<file path="config.mk">
export PLATFORM = sky130hd
export DESIGN_NAME = board_render_sequencer_flat
export DESIGN_NICKNAME = d
export VERILOG_FILES = /design/src/rtl/board_render_sequencer_pkg.sv /design/src/rtl/board_render_sequencer_if.sv /design/src/rtl/board_render_sequencer_pixel_counter.sv /design/src/rtl/board_render_sequencer.sv /design/src/flat_wrapper.sv
export SDC_FILE = /design/constraint.sdc
export NUM_CORES = 1
export LEC_CHECK = 0
export CAP_MARGIN = 25
export CORE_MARGIN = 10
export CORE_UTILIZATION = 56
export CTS_CLUSTER_SIZE = 28
export DETAILED_ROUTE_END_ITERATION = 8
export HOLD_SLACK_MARGIN = 0.05
export PLACE_DENSITY = 0.79
export SLEW_MARGIN = 20
export SYNTH_ARGS = -nofsm -noshare
export SYNTH_HDL_FRONTEND = slang
export SYNTH_SLANG_ARGS = --single-unit
</file>
<file path="constraint.sdc">
create_clock -name clk_i -period 3.44 [get_ports clk_i]
set_clock_uncertainty 0.15 [all_clocks]
set_input_delay 0.516 -clock clk_i [delete_from_list [all_inputs] [get_ports clk_i]]
set_output_delay 0.516 -clock clk_i [all_outputs]
set_load 0.01 [all_outputs]
</file>
<file path="src/rtl/board_render_sequencer_pkg.sv">
// rtl/board_render_sequencer_pkg.sv - shared states, draw codes and frame constants
// Shared with draw_board_datapath so both sides agree on codes and counter wraps.
package board_render_sequencer_pkg;

  localparam int ADDR_W = 6;
  localparam int CODE_W = 6;

  localparam int BRD_NUM_CELLS   = 64;
  localparam int BRD_CELL_PIXELS = 256;
  localparam int BRD_BG_PIXELS   = 32768;

  localparam logic [4:0] CODE_BG    = 5'b11000;
  localparam logic [4:0] CODE_TURN  = 5'b11100;
  localparam logic [4:0] CODE_EMPTY = 5'b00000;
  localparam logic [4:0] CODE_WALL  = 5'b11111;

  typedef enum logic [2:0] {
    ST_IDLE  = 3'd0,
    ST_BG    = 3'd1,
    ST_FETCH = 3'd2,
    ST_CELL  = 3'd3,
    ST_NEXT  = 3'd4,
    ST_TURN  = 3'd5,
    ST_DONE  = 3'd6
  } state_e;

  function automatic logic [CODE_W-1:0] draw_code(input logic [4:0] code);
    return {1'b0, code};
  endfunction

endpackage

</file>
<file path="src/rtl/board_render_sequencer_if.sv">
// rtl/board_render_sequencer_if.sv - redraw handshake, datapath drive and board RAM port
// master = sequencer side, slave = requester/datapath/RAM side.
interface board_render_sequencer_if;
  import board_render_sequencer_pkg::*;

  logic              start;
  logic              busy;
  logic              done;
  logic              write;
  logic              update_x_y;
  logic [CODE_W-1:0] draw_value;
  logic [ADDR_W-1:0] ram_addr;
  logic [CODE_W-1:0] ram_rdata;

  modport master (
    input  start, ram_rdata,
    output busy, done, write, update_x_y, draw_value, ram_addr
  );

  modport slave (
    output start, ram_rdata,
    input  busy, done, write, update_x_y, draw_value, ram_addr
  );

endinterface

</file>
<file path="src/rtl/board_render_sequencer_pixel_counter.sv">
// rtl/board_render_sequencer_pixel_counter.sv - load/enable down-counter with terminal count
// Loaded with N-1 on state entry; tc_o marks the last cycle of the state.
module board_render_sequencer_pixel_counter #(
  parameter int W = 15
) (
  input  logic         clk_i,
  input  logic         rst_ni,
  input  logic         load_i,
  input  logic [W-1:0] load_val_i,
  input  logic         en_i,
  output logic         tc_o
);

  logic [W-1:0] cnt_q, cnt_d;

  always_comb begin
    cnt_d = cnt_q;
    if (load_i) begin
      cnt_d = load_val_i;
    end else if (en_i && (cnt_q != '0)) begin
      cnt_d = cnt_q - W'(1);
    end
  end

  always_ff @(posedge clk_i or negedge rst_ni) begin
    if (!rst_ni) begin
      cnt_q <= '0;
    end else begin
      cnt_q <= cnt_d;
    end
  end

  assign tc_o = (cnt_q == '0);

endmodule

</file>
<file path="src/rtl/board_render_sequencer.sv">
// rtl/board_render_sequencer.sv - redraw FSM: background, 64 fetched cells, turn indicator
// All outputs are registered from next-state values so they line up with the state.
module board_render_sequencer
  import board_render_sequencer_pkg::*;
#(
  parameter int BG_PIXELS   = BRD_BG_PIXELS,
  parameter int CELL_PIXELS = BRD_CELL_PIXELS,
  parameter int NUM_CELLS   = BRD_NUM_CELLS,
  parameter int RAM_LAT     = 1
) (
  input  logic                       clk_i,
  input  logic                       rst_ni,
  board_render_sequencer_if.master   ctrl_io
);

  localparam int PIX_W = (BG_PIXELS > 2) ? $clog2(BG_PIXELS) : 1;
  localparam logic [ADDR_W-1:0] LAST_CELL = ADDR_W'(NUM_CELLS - 1);

  state_e            state_q, state_d;
  logic [ADDR_W-1:0] cell_q, cell_d;
  logic              pend_q, pend_d;
  logic [CODE_W-1:0] code_q, code_d;

  logic              busy_q, busy_d;
  logic              done_q, done_d;
  logic              write_q, write_d;
  logic              upd_q, upd_d;
  logic [CODE_W-1:0] draw_q, draw_d;
  logic [ADDR_W-1:0] addr_q, addr_d;

  logic              cnt_load, cnt_en, cnt_tc;
  logic [PIX_W-1:0]  cnt_val;

  board_render_sequencer_pixel_counter #(.W(PIX_W)) u_pix (
    .clk_i      (clk_i),
    .rst_ni     (rst_ni),
    .load_i     (cnt_load),
    .load_val_i (cnt_val),
    .en_i       (cnt_en),
    .tc_o       (cnt_tc)
  );

  always_ff @(posedge clk_i or negedge rst_ni) begin
    if (!rst_ni) begin
      state_q <= ST_IDLE;
      cell_q  <= '0;
      pend_q  <= 1'b0;
      code_q  <= '0;
      busy_q  <= 1'b0;
      done_q  <= 1'b0;
      write_q <= 1'b0;
      upd_q   <= 1'b0;
      draw_q  <= '0;
      addr_q  <= '0;
    end else begin
      state_q <= state_d;
      cell_q  <= cell_d;
      pend_q  <= pend_d;
      code_q  <= code_d;
      busy_q  <= busy_d;
      done_q  <= done_d;
      write_q <= write_d;
      upd_q   <= upd_d;
      draw_q  <= draw_d;
      addr_q  <= addr_d;
    end
  end

  always_comb begin
    state_d = state_q;
    cell_d  = cell_q;
    pend_d  = pend_q;
    code_d  = code_q;
    // Requests during a frame collapse into a single follow-on frame.
    if ((state_q != ST_IDLE) && ctrl_io.start) begin
      pend_d = 1'b1;
    end
    case (state_q)
      ST_IDLE: begin
        if (ctrl_io.start) begin
          state_d = ST_BG;
          cell_d  = '0;
        end
      end
      ST_BG:    if (cnt_tc) state_d = ST_FETCH;
      ST_FETCH: begin
        if (cnt_tc) begin
          state_d = ST_CELL;
          code_d  = ctrl_io.ram_rdata;
        end
      end
      ST_CELL:  if (cnt_tc) state_d = ST_NEXT;
      ST_NEXT: begin
        cell_d  = cell_q + ADDR_W'(1);
        state_d = (cell_q == LAST_CELL) ? ST_TURN : ST_FETCH;
      end
      ST_TURN:  if (cnt_tc) state_d = ST_DONE;
      ST_DONE: begin
        pend_d = 1'b0;
        if (pend_q || ctrl_io.start) begin
          state_d = ST_BG;
          cell_d  = '0;
        end else begin
          state_d = ST_IDLE;
        end
      end
      default: state_d = ST_IDLE;
    endcase

    cnt_load = (state_d != state_q);
    cnt_en   = (state_q == ST_BG) || (state_q == ST_FETCH) ||
               (state_q == ST_CELL) || (state_q == ST_TURN);
    case (state_d)
      ST_BG:            cnt_val = PIX_W'(BG_PIXELS - 1);
      ST_FETCH:         cnt_val = PIX_W'(RAM_LAT - 1);
      ST_CELL, ST_TURN: cnt_val = PIX_W'(CELL_PIXELS - 1);
      default:          cnt_val = '0;
    endcase
  end

  always_comb begin
    busy_d  = (state_d != ST_IDLE);
    done_d  = (state_d == ST_DONE);
    write_d = (state_d == ST_BG) || (state_d == ST_CELL) || (state_d == ST_TURN);
    upd_d   = (state_d == ST_NEXT);
    case (state_d)
      ST_BG:   draw_d = draw_code(CODE_BG);
      ST_TURN: draw_d = draw_code(CODE_TURN);
      default: draw_d = code_d;
    endcase
    // Present the next cell address during NEXT so RAM data is ready by the end of FETCH.
    addr_d = (state_d == ST_NEXT) ? (cell_q + ADDR_W'(1)) : cell_d;
  end

  assign ctrl_io.busy       = busy_q;
  assign ctrl_io.done       = done_q;
  assign ctrl_io.write      = write_q;
  assign ctrl_io.update_x_y = upd_q;
  assign ctrl_io.draw_value = draw_q;
  assign ctrl_io.ram_addr   = addr_q;

endmodule
</file>
<file path="src/flat_wrapper.sv">
// flat-port wrapper written by rule: the top's interface ports become plain ports
module board_render_sequencer_flat import board_render_sequencer_pkg::*;
#(
  parameter int BG_PIXELS   = BRD_BG_PIXELS,
  parameter int CELL_PIXELS = BRD_CELL_PIXELS,
  parameter int NUM_CELLS   = BRD_NUM_CELLS,
  parameter int RAM_LAT     = 1
)
  (clk_i, rst_ni, ctrl_io_start, ctrl_io_ram_rdata, ctrl_io_busy, ctrl_io_done, ctrl_io_write, ctrl_io_update_x_y, ctrl_io_draw_value, ctrl_io_ram_addr);
  board_render_sequencer_if ctrl_io_i ();
  input  logic clk_i;
  input  logic rst_ni;
  input wire logic [$bits(ctrl_io_i.start)-1:0] ctrl_io_start;
  input wire logic [$bits(ctrl_io_i.ram_rdata)-1:0] ctrl_io_ram_rdata;
  output wire logic [$bits(ctrl_io_i.busy)-1:0] ctrl_io_busy;
  output wire logic [$bits(ctrl_io_i.done)-1:0] ctrl_io_done;
  output wire logic [$bits(ctrl_io_i.write)-1:0] ctrl_io_write;
  output wire logic [$bits(ctrl_io_i.update_x_y)-1:0] ctrl_io_update_x_y;
  output wire logic [$bits(ctrl_io_i.draw_value)-1:0] ctrl_io_draw_value;
  output wire logic [$bits(ctrl_io_i.ram_addr)-1:0] ctrl_io_ram_addr;
  assign ctrl_io_i.start = ctrl_io_start;
  assign ctrl_io_i.ram_rdata = ctrl_io_ram_rdata;
  assign ctrl_io_busy = ctrl_io_i.busy;
  assign ctrl_io_done = ctrl_io_i.done;
  assign ctrl_io_write = ctrl_io_i.write;
  assign ctrl_io_update_x_y = ctrl_io_i.update_x_y;
  assign ctrl_io_draw_value = ctrl_io_i.draw_value;
  assign ctrl_io_ram_addr = ctrl_io_i.ram_addr;
  board_render_sequencer #(.BG_PIXELS(BG_PIXELS), .CELL_PIXELS(CELL_PIXELS), .NUM_CELLS(NUM_CELLS), .RAM_LAT(RAM_LAT)) u_core (.clk_i(clk_i), .rst_ni(rst_ni), .ctrl_io(ctrl_io_i));
endmodule
</file>
==> metrics <==
RSZ-0062 raised after global routing=false; Post-CTS Resized=0; number of synthesized flops with an enable pin=0; most frequent cells in the layout=47 x dfrtp_1, 23 x clkdlybuf4s50_1, 17 x nand2_1; Hold Fails Final Rpt=0; post-CTS setup buffer count=0; peak supply drop=0.341 mV; gpl congestion=0.813; Die Width=84.6 um; Final Setup Violations=0; Static Leak=0.00107 uW; Yosys reg bits=47; Final ANT Viol Nets=0; Vert. Die Dim=84.6 um; pwr/cell area=449 nW/um^2; Ant. Diodes=0; worst setup margin=708 ps; initial antenna violation count=0; final worst path period need=2730 ps; Worst slew margin=0.495; clk sinks=47; Area growth, synth to finish=16.4%; # rows=23; synthesized area per cell=just over 10 um^2; Min-Delay Path Class=in2async; Syn. warnings=0; H-tree Lvls=2; sequential-to-total area share from yosys stat=0.503; # placed instances=293; critical path arrival=2770 ps; largest stage delay on the critical path=580 ps; DRC viols=0; Layout Nets=~260; Mapped Nets=236; crit path max fanout=6; Synth cell types=52; Die Area=~7000 um^2; share of the synthesized area in the top cell type=0.503; critical path type=in2reg; Longest Clk Path Bufs=2; Final Non-Filler Cells=301; Hold Buf Count CTS=0; pin count of the biggest net entering global routing=48; Worst Setup End Kind=register; cells after synthesis=225; Top Ports=25; 1st-iter DRT viols=122; TritonCTS clock tree=yes; total core area=4030 um^2; grt ovf=0; total routed wirelength=4760 um; CP Cell Sequence=clkdlybuf4s50_1 -> nand2b_1 -> a221oi_1 -> o21ai_0 -> o31ai_1 -> mux2_2; clock-pin slew on the worst setup and hold paths=90 ps; wire length per cell=~16 um; ys async rst share=1.00; Worst Setup Start Kind=input port; commonest non-fill, non-tap cell in the layout=dfrtp_1; layout cell share with drive strength beyond 1=0.151; Place WS=444 ps; status=complete, no violations; CP max stage cell=clkdlybuf4s50_1; Post-Syn Area=2340 um^2; clk_lat worst skew=300 ps; Root Driver=clkbuf_8; FMAX=between 300 and 400 MHz; DR vias/cell=6.01; max-cap viol count=0; first-pass GRT wire length=slightly above 8000 um; Final HPWL DP=3400 um; Final Cycle Share=0.794; cell taking the most area after synthesis=dfrtp_1; starting density of the core=0.580; top cells by area, synth=dfrtp_1 50%, mux2_2 4.8%, a21oi_1 2.8%; total number of vias=1810; IO Port Bufs=24; vias in the first global route=around 1800; Worst Path Required=3480 ps; worst-margin pin slew=752 ps; setup TNS=0 ps; TritonCTS Buffers=5; Main synth FF type=dfrtp_1; Final Max Tran Viols=0; Total Routing Usage GR=0.135; 1st-pass router iterations=4
[cells by family (layout without fill, tap and decap cells)]
| family | after synthesis | after routing | synth area share |
|---|---|---|---|
| adders and majority gates | 2 | 2 | 0.0107 |
| buffers and inverters | 15 | 41 | 0.0337 |
| DFF | 47 | 47 | 0.503 |
| AOI/OAI and AO/OA | 60 | 60 | 0.175 |
| muxes | 12 | 12 | 0.0589 |
| and+or+nand+nor | 85 | 85 | 0.204 |
| xor gates and xnor gates | 4 | 4 | 0.0150 |
[per-stage QoR]
stage	power [uW]	area (um^2)	utilization	hold WS, ps
global route	1290	2720	0.675	106
CTS	1230	2720	0.674	279
global placement	821	2600	0.646	324
finish	1220	2720	0.675	66.5
detailed placement	827	2600	0.646	327
floorplan	771	2340	-	70.4
[path summary, 6_finish.rpt]
| path | from | cells after the start | slack (ps) | endpoint |
|---|---|---|---|---|
| worst min-delay path | rst_ni | 1 | 70 | u_core.ctrl_io.ram_addr[0] |
| min in group clk_i | u_core.code_q[1] | 1 | 350 | u_core.code_q[1] |
| worst max register to register | u_core.u_pix.cnt_q[9] | 6 | 810 | u_core.ctrl_io.draw_value[2] |
| worst min register to register | u_core.code_q[1] | 1 | 350 | u_core.code_q[1] |
| max in group asynchronous | rst_ni | 1 | 2690 | u_core.u_pix.cnt_q[4] |
| worst max-delay path | ctrl_io_start | 6 | 710 | u_core.ctrl_io.draw_value[2] |
[sequential cells by signal, indices dropped and copies added, names as in the netlist]
register	cells
u_core.ctrl_io.write	1
u_core.u_pix.cnt_q	15
u_core.code_q	6
u_core.ctrl_io.ram_addr	6
u_core.cell_q	6
u_core.pend_q	1
u_core.ctrl_io.draw_value	6
u_core.ctrl_io.done	1
u_core.ctrl_io.update_x_y	1
u_core.state_q	3
u_core.ctrl_io.busy	1
[routing by layer]
layer | share of wire | routed length [um] | vias to the layer above | GRT usage
met5 | 0 | 0 | - | 0
met1 | 0.47 | 2250 | 885 | 0.175
met4 | 0.010 | 48 | 0 | 0.0359
met2 | 0.47 | 2240 | 39 | 0.213
met3 | 0.048 | 230 | 6 | 0.0425
li1 | - | - | 880 | -
[critical path, delay by kind of cell]
kind / cells / cell delay (ps)
multiplexers: 1 / 410
AO/OA/AOI/OAI: 3 / 1150
buffers and inverters: 1 / 580
AND/OR/NAND/NOR: 1 / 110
[Yosys cell counts, types with 5 or more instances]
cell      instances
inv_1             5
mux2_2           10
or3_1             8
a21oi_1          13
nor2_1           16
o31ai_1           8
dfrtp_1          47
o21ai_0          11
clkbuf_1          6
or2_2             6
nand3_1           5
nand2_1          17
[final cells by class]
| class | instances | area, um^2 |
|---|---|---|
| fill | 322 | 1310 |
| sequential | 47 | 1180 |
| multi-input combinational | 163 | 1080 |
| timing repair buffer | 28 | 268 |
| clock buffer | 5 | 68.8 |
| tap | 50 | 62.6 |
| clock inverter | 3 | 43.8 |
| inverter | 5 | 18.8 |
[power breakdown]
| part | switching, uW | total (uW) | leakage, uW | internal, uW |
|---|---|---|---|---|
| Combinational | 82.0 | 164 | 0.000484 | 82.3 |
| Sequential | 49.6 | 655 | 0.000524 | 605 |
| Clock | 185 | 401 | 0.0000581 | 216 |
| Total | 317 | 1220 | 0.00107 | 904 |
(Power assumes the default switching activity.)
